File: config.mk
export PLATFORM = sky130hd
export DESIGN_NAME = fp_dot_accum
export DESIGN_NICKNAME = d
export VERILOG_FILES = /design/src/rtl/fp_pkg.sv /design/src/rtl/fp_dot_accum_fifo.sv /design/src/rtl/fp_dot_accum.sv
export SDC_FILE = /design/constraint.sdc
export NUM_CORES = 1
export LEC_CHECK = 0
export ABC_AREA = 1
export CAP_MARGIN = 15
export CORE_UTILIZATION = 35
export CTS_BUF_LIST = sky130_fd_sc_hd__clkbuf_8 sky130_fd_sc_hd__clkbuf_16
export CTS_CLUSTER_DIAMETER = 50
export DETAILED_ROUTE_END_ITERATION = 10
export RECOVER_POWER = 50
export SETUP_SLACK_MARGIN = 0.4
export SLEW_MARGIN = 20
export SYNTH_ARGS = -nofsm -noshare
export SYNTH_HDL_FRONTEND = slang
export SYNTH_SLANG_ARGS = --single-unit
File: constraint.sdc
create_clock -name CLK -period 6 [get_ports CLK]
set_input_delay 0.9 -clock CLK [delete_from_list [all_inputs] [get_ports CLK]]
set_output_delay 0.9 -clock CLK [all_outputs]
set_load 0.02 [all_outputs]
File: src/rtl/fp_pkg.sv
// Shared FP32 field widths, special encodings and FSM state type for the dot-product accumulator.
package fp_pkg;

  localparam int EXP_W  = 8;
  localparam int FRAC_W = 23;
  localparam int MAN_W  = 24;
  localparam int BIAS   = 127;

  localparam logic [31:0] QNAN       = 32'hFFFF_FFFF;
  localparam logic [31:0] POS_INF    = 32'h7F80_0000;
  localparam logic [31:0] MAX_FINITE = 32'h7F7F_FFFF;

  typedef enum logic [2:0] {
    S_IDLE,
    S_LOAD,
    S_ALIGN,
    S_ADD,
    S_NORM
  } state_t;

  // Leading-zero count of a 27-bit working mantissa; 27 when all zero.
  function automatic logic [4:0] lzc27(input logic [26:0] v);
    logic [4:0] n;
    n = 5'd27;
    for (int i = 0; i < 27; i++) begin
      if (v[i]) n = 5'(26 - i);
    end
    return n;
  endfunction

endpackage

File: src/rtl/fp_dot_accum_fifo.sv
// Synchronous product FIFO with full/empty and simultaneous push/pop; a push while full is
// only taken when a pop frees a slot in the same cycle.
module fp_dot_accum_fifo #(
  parameter int DEPTH = 8,
  parameter int WIDTH = 35
) (
  input  logic             CLK,
  input  logic             NRST,
  input  logic             clr,
  input  logic             push,
  input  logic             pop,
  input  logic [WIDTH-1:0] wdata,
  output logic [WIDTH-1:0] rdata,
  output logic             full,
  output logic             empty
);

  localparam int AW = $clog2(DEPTH);

  logic [WIDTH-1:0] mem [DEPTH];
  logic [AW-1:0]    wr_ptr, rd_ptr;
  logic [AW:0]      count;
  logic             do_push, do_pop;

  assign full    = (count == (AW+1)'(DEPTH));
  assign empty   = (count == '0);
  assign do_pop  = pop && !empty;
  assign do_push = push && (!full || do_pop);
  assign rdata   = mem[rd_ptr];

  always_ff @(posedge CLK or negedge NRST) begin
    if (!NRST) begin
      wr_ptr <= '0;
      rd_ptr <= '0;
      count  <= '0;
    end else if (clr) begin
      wr_ptr <= '0;
      rd_ptr <= '0;
      count  <= '0;
    end else begin
      if (do_push) wr_ptr <= wr_ptr + AW'(1);
      if (do_pop)  rd_ptr <= rd_ptr + AW'(1);
      case ({do_push, do_pop})
        2'b10:   count <= count + (AW+1)'(1);
        2'b01:   count <= count - (AW+1)'(1);
        default: count <= count;
      endcase
    end
  end

  always_ff @(posedge CLK) begin
    if (do_push) mem[wr_ptr] <= wdata;
  end

endmodule

File: src/rtl/fp_dot_accum.sv
// FP32 dot-product accumulator: buffers multiplier products and sums them in a 4-cycle pipeline.
// Define FPACC_SATURATE_EN to saturate rounding overflow to max finite instead of INF.
//
// state | meaning
// IDLE  | waiting for START
// LOAD  | pop and unpack next product when FIFO non-empty
// ALIGN | order operands by magnitude, shift smaller with guard/round/sticky
// ADD   | add or subtract aligned mantissas
// NORM  | normalise, round to nearest even, update accumulator
module fp_dot_accum
  import fp_pkg::*;
#(
  parameter int FIFO_DEPTH = 8,
  parameter int LEN_W      = 8
) (
  input  logic             CLK,
  input  logic             NRST,
  input  logic             START,
  input  logic [LEN_W-1:0] VEC_LEN,
  input  logic             DI_VALID,
  input  logic [31:0]      DIN,
  input  logic             DIN_NAN,
  input  logic             DIN_INF,
  input  logic             DIN_OVF,
  output logic             BUSY,
  output logic             DO_VALID,
  output logic [31:0]      SUM,
  output logic             NaN,
  output logic             INF,
  output logic             overflow,
  output logic             FIFO_OVF
);

  state_t state, state_nxt;
  logic [LEN_W-1:0] len_q, cnt_q;
  logic start_acc, push_req, pop_req, fifo_clr, fifo_full, fifo_empty, last;
  logic [34:0] fifo_rdata;

  assign start_acc = START && (state == S_IDLE);
  assign push_req  = DI_VALID && ((state != S_IDLE) || start_acc);
  assign pop_req   = (state == S_LOAD) && !fifo_empty;
  assign fifo_clr  = (state == S_IDLE) && !START;
  assign last      = ((cnt_q + LEN_W'(1)) == len_q);
  assign BUSY      = (state != S_IDLE);

  fp_dot_accum_fifo #(.DEPTH(FIFO_DEPTH), .WIDTH(35)) u_fifo (
    .CLK   (CLK),
    .NRST  (NRST),
    .clr   (fifo_clr),
    .push  (push_req),
    .pop   (pop_req),
    .wdata ({DIN_OVF, DIN_INF, DIN_NAN, DIN}),
    .rdata (fifo_rdata),
    .full  (fifo_full),
    .empty (fifo_empty)
  );

  always_ff @(posedge CLK or negedge NRST) begin
    if (!NRST) state <= S_IDLE;
    else       state <= state_nxt;
  end

  always_comb begin
    state_nxt = state;
    case (state)
      S_IDLE:  if (START) state_nxt = (VEC_LEN == '0) ? S_IDLE : S_LOAD;
      S_LOAD:  if (!fifo_empty) state_nxt = S_ALIGN;
      S_ALIGN: state_nxt = S_ADD;
      S_ADD:   state_nxt = S_NORM;
      S_NORM:  state_nxt = last ? S_IDLE : S_LOAD;
      default: state_nxt = S_IDLE;
    endcase
  end

  // Unpacked product; exponent-0 inputs collapse to signed zero.
  logic        b_sign, b_nan, b_inf, b_ovf;
  logic [7:0]  b_exp, f_exp;
  logic [23:0] b_man;
  assign f_exp = fifo_rdata[30:23];

  always_ff @(posedge CLK or negedge NRST) begin
    if (!NRST) begin
      {b_sign, b_nan, b_inf, b_ovf} <= '0;
      b_exp <= '0;
      b_man <= '0;
    end else if (pop_req) begin
      b_sign <= fifo_rdata[31];
      b_nan  <= fifo_rdata[32] || (f_exp == 8'hFF && fifo_rdata[22:0] != '0);
      b_inf  <= fifo_rdata[33] || fifo_rdata[34] || (f_exp == 8'hFF && fifo_rdata[22:0] == '0);
      b_ovf  <= fifo_rdata[34];
      b_exp  <= f_exp;
      b_man  <= (f_exp == '0) ? '0 : {1'b1, fifo_rdata[22:0]};
    end
  end

  logic [31:0] acc;
  logic        acc_nan, acc_inf, acc_ovf;
  logic [7:0]  a_exp, big_e, sml_e, dexp, big_e_q;
  logic [23:0] a_man, big_m, sml_m, big_m_q;
  logic [50:0] ext;
  logic [26:0] sml_m27, sml_m27_q;
  logic        b_big, big_s_q, eff_sub_q;

  always_comb begin
    a_exp   = acc[30:23];
    a_man   = (a_exp == '0) ? '0 : {1'b1, acc[22:0]};
    b_big   = {b_exp, b_man} > {a_exp, a_man};
    big_e   = b_big ? b_exp : a_exp;
    sml_e   = b_big ? a_exp : b_exp;
    big_m   = b_big ? b_man : a_man;
    sml_m   = b_big ? a_man : b_man;
    dexp    = big_e - sml_e;
    ext     = {sml_m, 27'b0} >> dexp;
    sml_m27 = (dexp > 8'd25) ? {26'b0, |sml_m} : {ext[50:25], |ext[24:0]};
  end

  logic [27:0] sum_r;

  always_ff @(posedge CLK or negedge NRST) begin
    if (!NRST) begin
      big_s_q   <= 1'b0;
      eff_sub_q <= 1'b0;
      big_e_q   <= '0;
      big_m_q   <= '0;
      sml_m27_q <= '0;
      sum_r     <= '0;
    end else begin
      if (state == S_ALIGN) begin
        big_s_q   <= b_big ? b_sign : acc[31];
        eff_sub_q <= acc[31] ^ b_sign;
        big_e_q   <= big_e;
        big_m_q   <= big_m;
        sml_m27_q <= sml_m27;
      end
      if (state == S_ADD) begin
        sum_r <= eff_sub_q ? ({1'b0, big_m_q, 3'b000} - {1'b0, sml_m27_q})
                           : ({1'b0, big_m_q, 3'b000} + {1'b0, sml_m27_q});
      end
    end
  end

  logic [4:0]         lz;
  logic [26:0]        nm;
  logic signed [9:0]  ne, re;
  logic [24:0]        rm;
  logic [22:0]        frac;
  logic               rnd, fin_ovf;
  logic [31:0]        fin, acc_nxt;
  logic               nan_nxt, inf_nxt, ovf_nxt;

  always_comb begin
    lz = lzc27(sum_r[26:0]);
    if (sum_r[27]) begin
      nm = {sum_r[27:2], |sum_r[1:0]};
      ne = $signed({2'b0, big_e_q}) + 10'sd1;
    end else begin
      nm = sum_r[26:0] << lz;
      ne = $signed({2'b0, big_e_q}) - $signed({5'b0, lz});
    end
    rnd  = nm[2] & (nm[3] | (|nm[1:0]));
    rm   = {1'b0, nm[26:3]} + {24'b0, rnd};
    re   = rm[24] ? ne + 10'sd1 : ne;
    frac = rm[24] ? rm[23:1] : rm[22:0];
    fin_ovf = 1'b0;
    if (sum_r == '0 || re < 10'sd1) begin
      fin = '0;
    end else if (re > 10'sd254) begin
      fin     = {big_s_q, POS_INF[30:0]};
      fin_ovf = 1'b1;
    end else begin
      fin = {big_s_q, re[7:0], frac};
    end

    acc_nxt = fin;
    nan_nxt = acc_nan;
    inf_nxt = acc_inf;
    ovf_nxt = acc_ovf | b_ovf;
    if (acc_nan || b_nan || (acc_inf && b_inf && (acc[31] != b_sign))) begin
      acc_nxt = QNAN;
      nan_nxt = 1'b1;
      inf_nxt = 1'b0;
    end else if (acc_inf) begin
      acc_nxt = acc;
    end else if (b_inf) begin
      acc_nxt = {b_sign, POS_INF[30:0]};
      inf_nxt = 1'b1;
    end else if (fin_ovf) begin
      ovf_nxt = 1'b1;
`ifdef FPACC_SATURATE_EN
      acc_nxt = {big_s_q, MAX_FINITE[30:0]};
`else
      inf_nxt = 1'b1;
`endif
    end
  end

  always_ff @(posedge CLK or negedge NRST) begin
    if (!NRST) begin
      acc      <= '0;
      {acc_nan, acc_inf, acc_ovf} <= '0;
      len_q    <= '0;
      cnt_q    <= '0;
      DO_VALID <= 1'b0;
      SUM      <= '0;
      {NaN, INF, overflow} <= '0;
      FIFO_OVF <= 1'b0;
    end else begin
      DO_VALID <= 1'b0;
      if (start_acc) begin
        acc   <= '0;
        {acc_nan, acc_inf, acc_ovf} <= '0;
        len_q <= VEC_LEN;
        cnt_q <= '0;
      end else if (state == S_NORM) begin
        acc   <= acc_nxt;
        {acc_nan, acc_inf, acc_ovf} <= {nan_nxt, inf_nxt, ovf_nxt};
        cnt_q <= cnt_q + LEN_W'(1);
      end
      if (start_acc && VEC_LEN == '0) begin
        DO_VALID <= 1'b1;
        SUM      <= '0;
        {NaN, INF, overflow} <= '0;
      end else if (state == S_NORM && last) begin
        DO_VALID <= 1'b1;
        SUM      <= acc_nxt;
        {NaN, INF, overflow} <= {nan_nxt, inf_nxt, ovf_nxt};
      end
      if (start_acc)                                  FIFO_OVF <= 1'b0;
      else if (push_req && fifo_full && !pop_req)     FIFO_OVF <= 1'b1;
    end
  end

endmodule
==> results.tsv <==
metric	value	unit
max frequency	190	MHz
Max clock buf depth	3	
slowest cell on the critical path	dfrtp_1	
FF-to-FF setup slack	740	ps
grt ovf	0	
sequential fraction of the synthesis area	0.492	
H-tree depth	3	
Synth async-reset ratio	0.447	
Max Cap Viol	3	
TritonRoute pass-1 iters	6	
FP Rows	104	
setup tns final	0	ps
nets	3724	
initial core utilization	0.354	
Worst R2R Path Depth	43	
min-delay src	SUM[1]$_DFFE_PN0P_	
total number of vias	24800	
CTS tree	yes	
Post-Syn Nets	3640	
core area	80700	um2
failing checks	capacitance limit, slew limit	
final worst path period need	5260	ps
FF-to-FF End	sml_m27_q[0]$_DFFE_PN0N_	
Slew Limit Fails	175	
WS Path Type	reg -> reg	
Worst Max-Slew Pin Slew	4170	ps
startpoint types	flip-flop	
Critical Path RT	6500	ps
CP endpoint kind	flip-flop	
CP max FO	20	
die width	288	um
YS warnings	0	
Clock Pin Slew Worst Setup and Hold Paths	60	ps
Period Utilization, post-route	0.877	
Relative slew margins	-1.78	
vias in the first global route	23100	
DP HPWL	59300	um
Via density	5.28	
Layout Skew	47.3	ps
Placer Congestion	0.986	
Detailed Route WL	85700	um
outcome	complete, but fails checks	
ys flop type	edfxtp_1	
CTS buffer count	67	
IO buf count	84	
cell count after synthesis	3494	
die area	82800	um2
global-route wire length before repair	132000	um
ratio of cells with drive above 1 in the final layout	0.0870	
RSZ-0062 raised after global routing	yes	
DRC	0	
Unique masters post-synth	59	
most used cell, CP	nand2_1	
Tot GR Track Use	0.203	
Hold Path Sink	SUM[1]$_DFFE_PN0P_	
DR iter-0 viols	2136	
#FFs+latches synth	506	
syn avg cell area	8.18	um2
HP Class	reg -> reg	
diode count	0	
Post-synth EDFFs	280	
hold path depth	2	
Mapped Area	28600	um2
DR WL/cell	18.3	um
DRT antenna net count	0	
pin count of the biggest net entering global routing	84	
Root Buffer	clkbuf_16	
clk_lat worst skew	620	ps
R2R Path Start	acc[28]$_DFFE_PN0P_	
slowest cell delay on critical path	410	ps
worst setup path start	acc[28]$_DFFE_PN0P_	
antenna violations before repair	6	
cts hold-fix bufs	0	
I/O Pins	85	
Final Hold Fails	0	
die height	288	um
# clock sinks	506	
Area Growth Syn to Fin	17.4	%
Arrival @ worst endpoint	5760	ps
final setup violating endpoints	0	
-- per-stage QoR --
stage | instances | hold WS [ps] | instance area [um2] | utilization | setup slack [ps]
floorplan | 3494 | 453 | 28600 | - | 1240
global placement | 4527 | 466 | 30600 | 0.379 | 157
detailed placement | 4527 | 464 | 30600 | 0.379 | 218
CTS | 4650 | 265 | 33000 | 0.409 | 422
global route | 4691 | 498 | 33500 | 0.416 | 195
finish | 4691 | 478 | 33500 | 0.416 | 738
-- cell families (layout without fill, tap and decap cells) --
family	count (synthesis)	count (layout)	synth area share
XOR/XNOR	71	71	0.0218
flip-flops	506	506	0.492
adder cells (fa/ha/maj)	99	99	0.0441
multiplexers	1	1	0.000350
AND/OR/NAND/NOR	1674	1680	0.245
AO/OA/AOI/OAI	710	710	0.137
buffers and inverters	433	564	0.0591
-- registers in the layout, indices dropped and copies added, names as in the netlist, 24 cells and up --
name,cells
SUM,32
acc,32
b_man,24
big_m_q,24
sml_m27_q,27
sum_r,28
u_fifo.mem,280
-- area by class of cell --
class	count	area, um2
Timing Repair Buffer	178	1550
Clock inverter	53	674
Sequential cell	506	14100
Multi-Input combinational cell	2561	13200
Fill cell	8134	47100
Clock buffer	69	1700
Tap cell	1060	1330
Inverter	264	1010
-- critical path, delay by kind of cell, from the launching register on --
| family | cells | cell delay, ps |
|---|---|---|
| adders and majority gates | 1 | 130 |
| DFF | 1 | 410 |
| xor gates and xnor gates | 1 | 220 |
| buffers and inverters | 8 | 970 |
| AOI/OAI and AO/OA | 5 | 700 |
| and+or+nand+nor | 28 | 2730 |
-- Yosys cell counts, types with 10 or more instances --
master / number / area, um2
nand2_1: 980 / 3680
o21ai_0: 395 / 1980
nand3_1: 304 / 1520
edfxtp_1: 280 / 8410
nor2_1: 279 / 1050
inv_1: 247 / 927
dfrtp_1: 226 / 5660
clkbuf_1: 142 / 533
a21oi_1: 138 / 691
ha_1: 96 / 1200
o22ai_1: 82 / 513
xor2_1: 53 / 464
nand4_1: 44 / 275
xnor2_1: 18 / 158
a31oi_1: 16 / 100
nor4_1: 16 / 100
o221ai_1: 16 / 140
nor3_1: 15 / 75.1
buf_1: 12 / 45.0
clkinv_1: 11 / 41.3
o21ai_1: 10 / 50.1
-- metal layers --
layer  share of wire  GRT usage
met1            0.45      0.275
met2            0.47      0.338
met3           0.050     0.0266
met4           0.029     0.0623
met5         0.00044          0
-- worst max-delay path by stage --
stage,end,cells after the start
2_1_floorplan,sml_m27_q[15]$_DFFE_PN0N_,34
4_1_cts,sml_m27_q[7]$_DFFE_PN0N_,34
3_5_place_dp,SUM[19]$_DFFE_PN0P_,46
6_report,sml_m27_q[0]$_DFFE_PN0N_,43
3_3_place_gp,SUM[19]$_DFFE_PN0P_,46
5_1_grt,sml_m27_q[0]$_DFFE_PN0N_,42
-- timing repair --
| item | in CTS | in global routing |
|---|---|---|
| gates cloned | 0 | 7 |
| resized for setup | 6 | 74 |
| setup buffers | 1 | 34 |
| setup endpoints to repair | 55 | 95 |
| endpoints found under the hold margin | 0 | 0 |
| pin swaps | 0 | 26 |
-- layout by cell type (no fill, tap or decap), drive strengths merged, types with 47 or more instances in the layout --
master and n:
inv 271, o21ai 414, edfxtp 280, buf 86, nand2 997, clkdlybuf4s50 47
nor2 287, nand3 308, dfrtp 226, a21oi 140, xor2 53, clkbuf 77
o22ai 82, ha 96
Power is left out: the tool's default activity adds up to more than one toggle a clock period on the data nets, which glitch-free logic cannot reach.
